## config.mk

```make
export PLATFORM = sky130hd
export DESIGN_NAME = acia_rx_deserialiser_flat
export DESIGN_NICKNAME = d
export VERILOG_FILES = /design/src/rtl/acia_rx_deserialiser_if.sv /design/src/rtl/acia_rx_deserialiser.sv /design/src/flat_wrapper.sv
export SDC_FILE = /design/constraint.sdc
export NUM_CORES = 1
export LEC_CHECK = 0
export ABC_CLOCK_PERIOD_IN_PS = 1800
export BUFFER_PORTS_ARGS = -buffer_cell sky130_fd_sc_hd__buf_2
export CORE_AREA = 10 10 75 77
export CTS_CLUSTER_SIZE = 12
export DETAILED_ROUTE_END_ITERATION = 12
export DIE_AREA = 0 0 85 87
export GPL_TIMING_DRIVEN = 0
export PLACE_DENSITY = 0.75
export SLEW_MARGIN = 20
export SYNTH_ARGS = -nofsm -noshare
export SYNTH_HDL_FRONTEND = slang
export SYNTH_SLANG_ARGS = --single-unit
```

## constraint.sdc

```tcl
create_clock -name clk -period 1.8 [get_ports clk]
set_input_delay 0.36 -clock clk [delete_from_list [all_inputs] [get_ports clk]]
set_output_delay 0.36 -clock clk [all_outputs]
set_load 0.01 [all_outputs]
```

## src/rtl/acia_rx_deserialiser_if.sv

```systemverilog
// Received-byte handshake between the ACIA receive deserialiser and the register file.
interface acia_rx_deserialiser_if;
    logic [7:0] rx_data;
    logic       rx_valid;
    logic       rx_ready;

    modport master (output rx_data, output rx_valid, input  rx_ready);
    modport slave  (input  rx_data, input  rx_valid, output rx_ready);
endinterface

```

## src/rtl/acia_rx_deserialiser.sv

```systemverilog
// ACIA receive deserialiser: samples the ULA RxC/RxD/DCD trio and assembles async frames.
// Optional parity support is built when ACIA_RX_PARITY_EN is defined.
module acia_rx_deserialiser #(
    parameter int unsigned SYNC_STAGES = 2,
    parameter int unsigned DATA_BITS   = 8
) (
    input  logic                          clk,
    input  logic                          nRST,
    input  logic                          RxC,
    input  logic                          RxD,
    input  logic                          DCD,
    input  logic [1:0]                    div_sel,
    input  logic                          par_en,
    input  logic                          par_odd,
    acia_rx_deserialiser_if.master        rx,
    input  logic                          clr_status,
    output logic                          framing_err,
    output logic                          overrun,
    output logic                          parity_err,
    output logic                          dcd_seen
);
    localparam int unsigned TICK_W = 6;
    localparam int unsigned BIT_W  = 3;
    localparam logic [1:0]  DIV_X1  = 2'b00;
    localparam logic [1:0]  DIV_X16 = 2'b01;
    localparam logic [BIT_W-1:0] LAST_BIT = BIT_W'(DATA_BITS - 1);

    typedef enum logic [2:0] {
        ST_IDLE,
        ST_START,
        ST_DATA,
        ST_PARITY,
        ST_STOP
    } state_e;

    state_e               state_q, state_d;
    logic [SYNC_STAGES-1:0] rxc_sync_q, rxc_sync_d;
    logic [SYNC_STAGES-1:0] rxd_sync_q, rxd_sync_d;
    logic [SYNC_STAGES-1:0] dcd_sync_q, dcd_sync_d;
    logic                 rxc_prev_q, rxd_prev_q, dcd_prev_q;
    logic [TICK_W-1:0]    tick_cnt_q, tick_cnt_d;
    logic [BIT_W-1:0]     bit_idx_q, bit_idx_d;
    logic [1:0]           div_q, div_d;
    logic [7:0]           shift_q, shift_d;
    logic [7:0]           rx_data_q, rx_data_d;
    logic                 rx_valid_q, rx_valid_d;
    logic                 framing_err_q, framing_err_d;
    logic                 overrun_q, overrun_d;
    logic                 dcd_seen_q, dcd_seen_d;

    logic                 rxc_s, rxd_s, dcd_s;
    logic                 tick_c, rxd_fall_c, dcd_rise_c;
    logic                 sample_now_c, complete_c, accept_c;
    logic                 is_x1_c, is_x16_c;
    logic [TICK_W-1:0]    half_last_c, full_last_c, cnt_next_c;

`ifdef ACIA_RX_PARITY_EN
    logic                 par_acc_q, par_acc_d;
    logic                 par_mis_q, par_mis_d;
    logic                 parity_err_q, parity_err_d;
`else
    logic                 unused_par_c;
    assign unused_par_c = par_en ^ par_odd;
`endif

    assign rxc_s = rxc_sync_q[SYNC_STAGES-1];
    assign rxd_s = rxd_sync_q[SYNC_STAGES-1];
    assign dcd_s = dcd_sync_q[SYNC_STAGES-1];

    // Edge detectors on the synchronised inputs; tick is one clk wide.
    assign tick_c     = rxc_s & ~rxc_prev_q;
    assign rxd_fall_c = rxd_prev_q & ~rxd_s;
    assign dcd_rise_c = dcd_s & ~dcd_prev_q;

    // Sample cadence derived from the divide latched at frame start.
    assign is_x1_c      = (div_q == DIV_X1);
    assign is_x16_c     = (div_q == DIV_X16);
    assign half_last_c  = is_x16_c ? TICK_W'(7)  : TICK_W'(31);
    assign full_last_c  = is_x16_c ? TICK_W'(15) : TICK_W'(63);
    assign sample_now_c = tick_c & (is_x1_c | (tick_cnt_q == full_last_c));
    assign cnt_next_c   = sample_now_c ? '0 : tick_cnt_q + TICK_W'(1);
    assign accept_c     = rx_valid_q & rx.rx_ready;

    always_comb begin
        state_d       = state_q;
        tick_cnt_d    = tick_cnt_q;
        bit_idx_d     = bit_idx_q;
        div_d         = div_q;
        shift_d       = shift_q;
        complete_c    = 1'b0;
        rxc_sync_d    = {rxc_sync_q[SYNC_STAGES-2:0], RxC};
        rxd_sync_d    = {rxd_sync_q[SYNC_STAGES-2:0], RxD};
        dcd_sync_d    = {dcd_sync_q[SYNC_STAGES-2:0], DCD};
`ifdef ACIA_RX_PARITY_EN
        par_acc_d     = par_acc_q;
        par_mis_d     = par_mis_q;
`endif

        case (state_q)
            ST_IDLE: begin
                if (div_sel == DIV_X1) begin
                    if (tick_c && !rxd_s) begin
                        state_d    = ST_DATA;
                        bit_idx_d  = '0;
                        tick_cnt_d = '0;
                        div_d      = div_sel;
`ifdef ACIA_RX_PARITY_EN
                        par_acc_d  = 1'b0;
                        par_mis_d  = 1'b0;
`endif
                    end
                end else if (rxd_fall_c) begin
                    state_d    = ST_START;
                    tick_cnt_d = '0;
                    div_d      = div_sel;
                end
            end
            ST_START: begin
                if (tick_c) begin
                    if (tick_cnt_q == half_last_c) begin
                        tick_cnt_d = '0;
                        // A high mid-start sample is a glitch, not a frame.
                        if (!rxd_s) begin
                            state_d   = ST_DATA;
                            bit_idx_d = '0;
`ifdef ACIA_RX_PARITY_EN
                            par_acc_d = 1'b0;
                            par_mis_d = 1'b0;
`endif
                        end else begin
                            state_d = ST_IDLE;
                        end
                    end else begin
                        tick_cnt_d = tick_cnt_q + TICK_W'(1);
                    end
                end
            end
            ST_DATA: begin
                if (tick_c) tick_cnt_d = cnt_next_c;
                if (sample_now_c) begin
                    shift_d              = {1'b0, shift_q[7:1]};
                    shift_d[DATA_BITS-1] = rxd_s;
                    bit_idx_d            = bit_idx_q + BIT_W'(1);
`ifdef ACIA_RX_PARITY_EN
                    par_acc_d            = par_acc_q ^ rxd_s;
`endif
                    if (bit_idx_q == LAST_BIT) begin
                        bit_idx_d = '0;
`ifdef ACIA_RX_PARITY_EN
                        state_d   = par_en ? ST_PARITY : ST_STOP;
`else
                        state_d   = ST_STOP;
`endif
                    end
                end
            end
`ifdef ACIA_RX_PARITY_EN
            ST_PARITY: begin
                if (tick_c) tick_cnt_d = cnt_next_c;
                if (sample_now_c) begin
                    par_mis_d = par_acc_q ^ rxd_s ^ par_odd;
                    state_d   = ST_STOP;
                end
            end
`endif
            ST_STOP: begin
                if (tick_c) tick_cnt_d = cnt_next_c;
                if (sample_now_c) begin
                    complete_c = 1'b1;
                    state_d    = ST_IDLE;
                end
            end
            default: state_d = ST_IDLE;
        endcase

        // Byte handshake: a completion against an unaccepted byte is dropped.
        rx_data_d  = rx_data_q;
        rx_valid_d = rx_valid_q;
        overrun_d  = overrun_q & ~clr_status;
        if (complete_c) begin
            if (!rx_valid_q || accept_c) begin
                rx_data_d  = shift_q;
                rx_valid_d = 1'b1;
            end else begin
                overrun_d  = 1'b1;
            end
        end else if (accept_c) begin
            rx_valid_d = 1'b0;
        end

        framing_err_d = (framing_err_q & ~clr_status) | (complete_c & ~rxd_s);
        dcd_seen_d    = (dcd_seen_q & ~clr_status) | dcd_rise_c;
`ifdef ACIA_RX_PARITY_EN
        parity_err_d  = (parity_err_q & ~clr_status) | (complete_c & par_mis_q);
`endif
    end

    always_ff @(posedge clk or negedge nRST) begin
        if (!nRST) begin
            state_q       <= ST_IDLE;
            rxc_sync_q    <= '1;
            rxd_sync_q    <= '1;
            dcd_sync_q    <= '0;
            rxc_prev_q    <= 1'b1;
            rxd_prev_q    <= 1'b1;
            dcd_prev_q    <= 1'b0;
            tick_cnt_q    <= '0;
            bit_idx_q     <= '0;
            div_q         <= '0;
            shift_q       <= '0;
            rx_data_q     <= '0;
            rx_valid_q    <= 1'b0;
            framing_err_q <= 1'b0;
            overrun_q     <= 1'b0;
            dcd_seen_q    <= 1'b0;
`ifdef ACIA_RX_PARITY_EN
            par_acc_q     <= 1'b0;
            par_mis_q     <= 1'b0;
            parity_err_q  <= 1'b0;
`endif
        end else begin
            state_q       <= state_d;
            rxc_sync_q    <= rxc_sync_d;
            rxd_sync_q    <= rxd_sync_d;
            dcd_sync_q    <= dcd_sync_d;
            rxc_prev_q    <= rxc_s;
            rxd_prev_q    <= rxd_s;
            dcd_prev_q    <= dcd_s;
            tick_cnt_q    <= tick_cnt_d;
            bit_idx_q     <= bit_idx_d;
            div_q         <= div_d;
            shift_q       <= shift_d;
            rx_data_q     <= rx_data_d;
            rx_valid_q    <= rx_valid_d;
            framing_err_q <= framing_err_d;
            overrun_q     <= overrun_d;
            dcd_seen_q    <= dcd_seen_d;
`ifdef ACIA_RX_PARITY_EN
            par_acc_q     <= par_acc_d;
            par_mis_q     <= par_mis_d;
            parity_err_q  <= parity_err_d;
`endif
        end
    end

    assign rx.rx_data  = rx_data_q;
    assign rx.rx_valid = rx_valid_q;
    assign framing_err = framing_err_q;
    assign overrun     = overrun_q;
    assign dcd_seen    = dcd_seen_q;
`ifdef ACIA_RX_PARITY_EN
    assign parity_err  = parity_err_q;
`else
    assign parity_err  = 1'b0;
`endif

endmodule

```

## src/flat_wrapper.sv

```systemverilog
// flat-port wrapper written by rule: the top's interface ports become plain ports
module acia_rx_deserialiser_flat 
#(
    parameter int unsigned SYNC_STAGES = 2,
    parameter int unsigned DATA_BITS   = 8
)
  (clk, nRST, RxC, RxD, DCD, div_sel, par_en, par_odd, clr_status, framing_err, overrun, parity_err, dcd_seen, rx_rx_data, rx_rx_valid, rx_rx_ready);
  acia_rx_deserialiser_if rx_i ();
  input  logic clk;
  input  logic nRST;
  input  logic RxC;
  input  logic RxD;
  input  logic DCD;
  input  logic [1:0] div_sel;
  input  logic par_en;
  input  logic par_odd;
  input  logic clr_status;
  output logic framing_err;
  output logic overrun;
  output logic parity_err;
  output logic dcd_seen;
  output wire logic [$bits(rx_i.rx_data)-1:0] rx_rx_data;
  output wire logic [$bits(rx_i.rx_valid)-1:0] rx_rx_valid;
  input wire logic [$bits(rx_i.rx_ready)-1:0] rx_rx_ready;
  assign rx_rx_data = rx_i.rx_data;
  assign rx_rx_valid = rx_i.rx_valid;
  assign rx_i.rx_ready = rx_rx_ready;
  acia_rx_deserialiser #(.SYNC_STAGES(SYNC_STAGES), .DATA_BITS(DATA_BITS)) u_core (.clk(clk), .nRST(nRST), .RxC(RxC), .RxD(RxD), .DCD(DCD), .div_sel(div_sel), .par_en(par_en), .par_odd(par_odd), .rx(rx_i), .clr_status(clr_status), .framing_err(framing_err), .overrun(overrun), .parity_err(parity_err), .dcd_seen(dcd_seen));
endmodule
```

==> results.yml <==
setup_path:
  regToRegSetupSlack_ns: -0.12
  cp.required_ns: 1.98
  slowest_delay_ns: 0.40
  critPathLaunchType: "flop"
  cp-end-kind: "flop"
  arrival_ns: 2.09
  worstSetupPathType: "flop to flop"
  worstPathMaxFanout: 3
  rr_worst_depth: 5
  cpMaxStageDelayCell: "dfrtp_1"
  path_cells: "or2_0, mux2_4, or3_4, a221o_1, a22o_1"
timing:
  worst_pin_slew_ns: 0.898
  setup_viol: 16
  finClkSkew_ns: 0.00176
  maxSlewViolCount: 0
  fmax_mhz: 522
  max-slew-margin-rel_pct: 40.1
  hold_viol_final: 0
  period_share_pct: 107
  setup-tns-final_ns: -1.05
  layout_setup_ws_ns: -0.117
  rsz0062_at_grt: "yes"
  fin_crit_ns: 1.92
drt:
  detail-route-antenna-nets: 0
  wirelength_um: 3760
  first_iter_violations: 132
  drt_drc_violations_left: 0
  viasPerCell: 5.54
  firstDrtPassIters: 4
  wire_per_inst_um: 15.7
  vias: 1330
status:
  violations: "negative setup slack"
  status: "complete, but fails checks"
yosys:
  synth-xor-area-share_pct: 0.469
  syn_nets: 162
  synth_edf_count: 0
  synthArstFlopShare_pct: 100
  synth_fa_ha_area_share_pct: 2.01
  postSynthCellCount: 148
  synth_cell_types: 41
  synth_area_um2: 1870
  yosysWarnings: 0
  ys_ff_latch: 43
  seq_area_frac_synth_pct: 58.1
  synth_simple_gate_area_share_pct: 11.1
  synthMuxAreaShare_pct: 12.1
  synth_flop_cell: "dfrtp_1"
  synth_compound_area_share_pct: 13.1
  synth_top_family_by_area: "compound AO/OA/AOI/OAI gates"
  syn_area_per_cell_um2: 12.6
clocking:
  clk_latency_ns: 0.28
  numCtsBuffers: 5
  holdBufCountCts: 0
  cts_tree: "built"
  cts.sinks: 43
  clockBufferDepth: 2
  clkTransAtPathRegs_ns: 0.08
  cts-root-buf: "clkbuf_8"
  htreeDepth: 2
floorplanning:
  num_rows: 24
  core_region_area_um2: 4230
  start_util_pct: 44.1
  dieWidth_um: 85
  die_h_um: 87
  die-area_um2: 7400
  num_io_pins: 24
power:
  vdd_drop_max_uv: 613
  p_leak_nw: 1.13
  total_power_mw: 2.95
  power_per_cell_area_nw_per_um2: 1230
layout:
  final_cell_area_um2: 2400
  n_fill_cell: 352
  final_cells: 240
  seq_area_um2: 1090
  diodes: 0
  multi_input_area_um2: 877
  area_growth_pct: 28.8
  drive_above_1_share_pct: 48.9
  nets: 201
grt:
  grt_pass1_wl_um: 6500
  grt_pass1_vias: 1418
  track_usage_pct: 10.6
  antenna_found_initial: 0
  grt_max_degree: 44
  grt_remaining_overflow: 0
placement:
  place_area_um2: 2050
  hpwl_um: 2510
  port_buffers: 20
  gp_congestion: 0.803
  dp_cells: 220
min_path:
  hp-class: "primary input to flop"
  min_path_cells: 1
flow_run:
  max-cap-violations: 0
==> layout by cell type (no fill, tap or decap), drive strengths merged, types with 2 or more instances in the layout <==
master / synthesis / final
dfrtp: 37 / 37
ha: 3 / 3
nor2: 7 / 8
a21o: 2 / 2
a211o: 2 / 2
nand3: 3 / 3
a22o: 3 / 3
a211oi: 2 / 2
o21a: 2 / 2
a2111oi: 3 / 3
buf: 5 / 35
dfstp: 6 / 6
mux2: 20 / 20
o22ai: 4 / 4
nand2: 7 / 7
a221o: 4 / 4
nor4b: 2 / 2
nand2b: 3 / 3
clkbuf: 0 / 7
a21oi: 2 / 2
o21ai: 2 / 2
or3: 2 / 2
nor2b: 3 / 3
inv: 7 / 7
nor3: 2 / 2
bufinv: 0 / 2
and2: 2 / 2
==> cell families (layout without fill, tap and decap cells) <==
| logic type | count (synthesis) | in the layout |
|---|---|---|
| flops | 43 | 43 |
| simple gates | 37 | 38 |
| compound gates | 31 | 31 |
| mux | 20 | 20 |
| buf+inv | 12 | 51 |
| fa+ha+maj | 3 | 3 |
| other cells | 1 | 1 |
| xor+xnor | 1 | 1 |
==> layer usage <==
| layer | vias to the layer above | track usage (%) | share of wire (%) |
|---|---|---|---|
| met2 | 37 | 17.9 | 50 |
| met1 | 661 | 12.2 | 43 |
| met3 | 10 | 3.75 | 5.6 |
| met5 | - | 0 | 0 |
| met4 | 0 | 3.14 | 1.4 |
| li1 | 622 | - | - |
==> critical path: cells and delay by family (launching register included) <==
family / cells / cell delay (ns)
muxes: 1 / 0.28
and+or+nand+nor: 2 / 0.55
AOI/OAI and AO/OA: 2 / 0.57
DFF: 1 / 0.40
==> cells in the mapped netlist, drive strengths merged (2+ instances only) <==
library cell	n	area (µm²)
dfrtp	37	926
mux2	20	225
inv	7	26.3
nand2	7	26.3
nor2	7	28.8
dfstp	6	158
buf	5	27.5
a221o	4	40.0
o22ai	4	25.0
a2111oi	3	26.3
a22o	3	26.3
ha	3	37.5
nand2b	3	18.8
nand3	3	15.0
nor2b	3	18.8
a211o	2	17.5
a211oi	2	15.0
a21o	2	15.0
a21oi	2	10.0
and2	2	12.5
nor3	2	10.0
nor4b	2	17.5
o21a	2	15.0
o21ai	2	10.0
or3	2	12.5
==> layout make-up <==
class | instances | share of cell area, %
inverter | 7 | 1.09
buffer | 5 | 1.35
timing repair buffer | 31 | 7.60
tap | 52 | 2.71
clock buffer | 6 | 3.02
sequential | 43 | 45.2
clock inverter | 2 | 2.50
multi-input combinational | 94 | 36.5
==> what timing repair did <==
action,4_1_cts,5_1_grt
resized for setup,19,9
cloned,1,0
setup buffers,9,2
endpoints found under the setup margin,25,26
pin swaps,5,4
==> power breakdown <==
group | switching [mW] | total (mW) | leakage, nW | internal (mW)
combinational | 0.429 | 0.866 | 0.512 | 0.437
clock | 0.305 | 0.859 | 0.0654 | 0.554
sequential | 0.135 | 1.22 | 0.554 | 1.09
==> state kept, by name, summed over array words and instances, names as in the netlist, 2 cells and up <==
register           count
u_core.rx.rx_data      8
u_core.shift_q         8
u_core.tick_cnt_q      6
u_core.bit_idx_q       3
u_core.state_q         3
u_core.dcd_sync_q      2
u_core.div_q           2
u_core.rxc_sync_q      2
u_core.rxd_sync_q      2
==> final timing paths <==
kind	start	end
min in group asynchronous	nRST	u_core.div_q[1]$_DFFE_PN0P_
hold reg to reg	u_core.dcd_sync_q[0]$_DFF_PN0_	u_core.dcd_sync_q[1]$_DFF_PN0_
hold / removal	RxD	u_core.rxd_sync_q[0]$_DFF_PN1_
max in group asynchronous	nRST	u_core.state_q[0]$_DFFE_PN0P_
setup / recovery	u_core.tick_cnt_q[4]$_DFFE_PN0P_	u_core.bit_idx_q[1]$_DFFE_PN0P_
setup reg to reg	u_core.tick_cnt_q[4]$_DFFE_PN0P_	u_core.bit_idx_q[1]$_DFFE_PN0P_
==> through the flow <==
stage	setup WS, ns	hold WS [ns]	util [%]
after global routing	-0.182	0.146	56.7
after CTS	-0.105	0.154	55.3
after floorplan	-0.0294	0.0644	-
final	-0.117	0.167	56.7
after detailed placement	-0.305	0.342	48.4
after global placement	-0.231	0.333	48.4
Note: power is estimated with default switching activity, not from simulation.
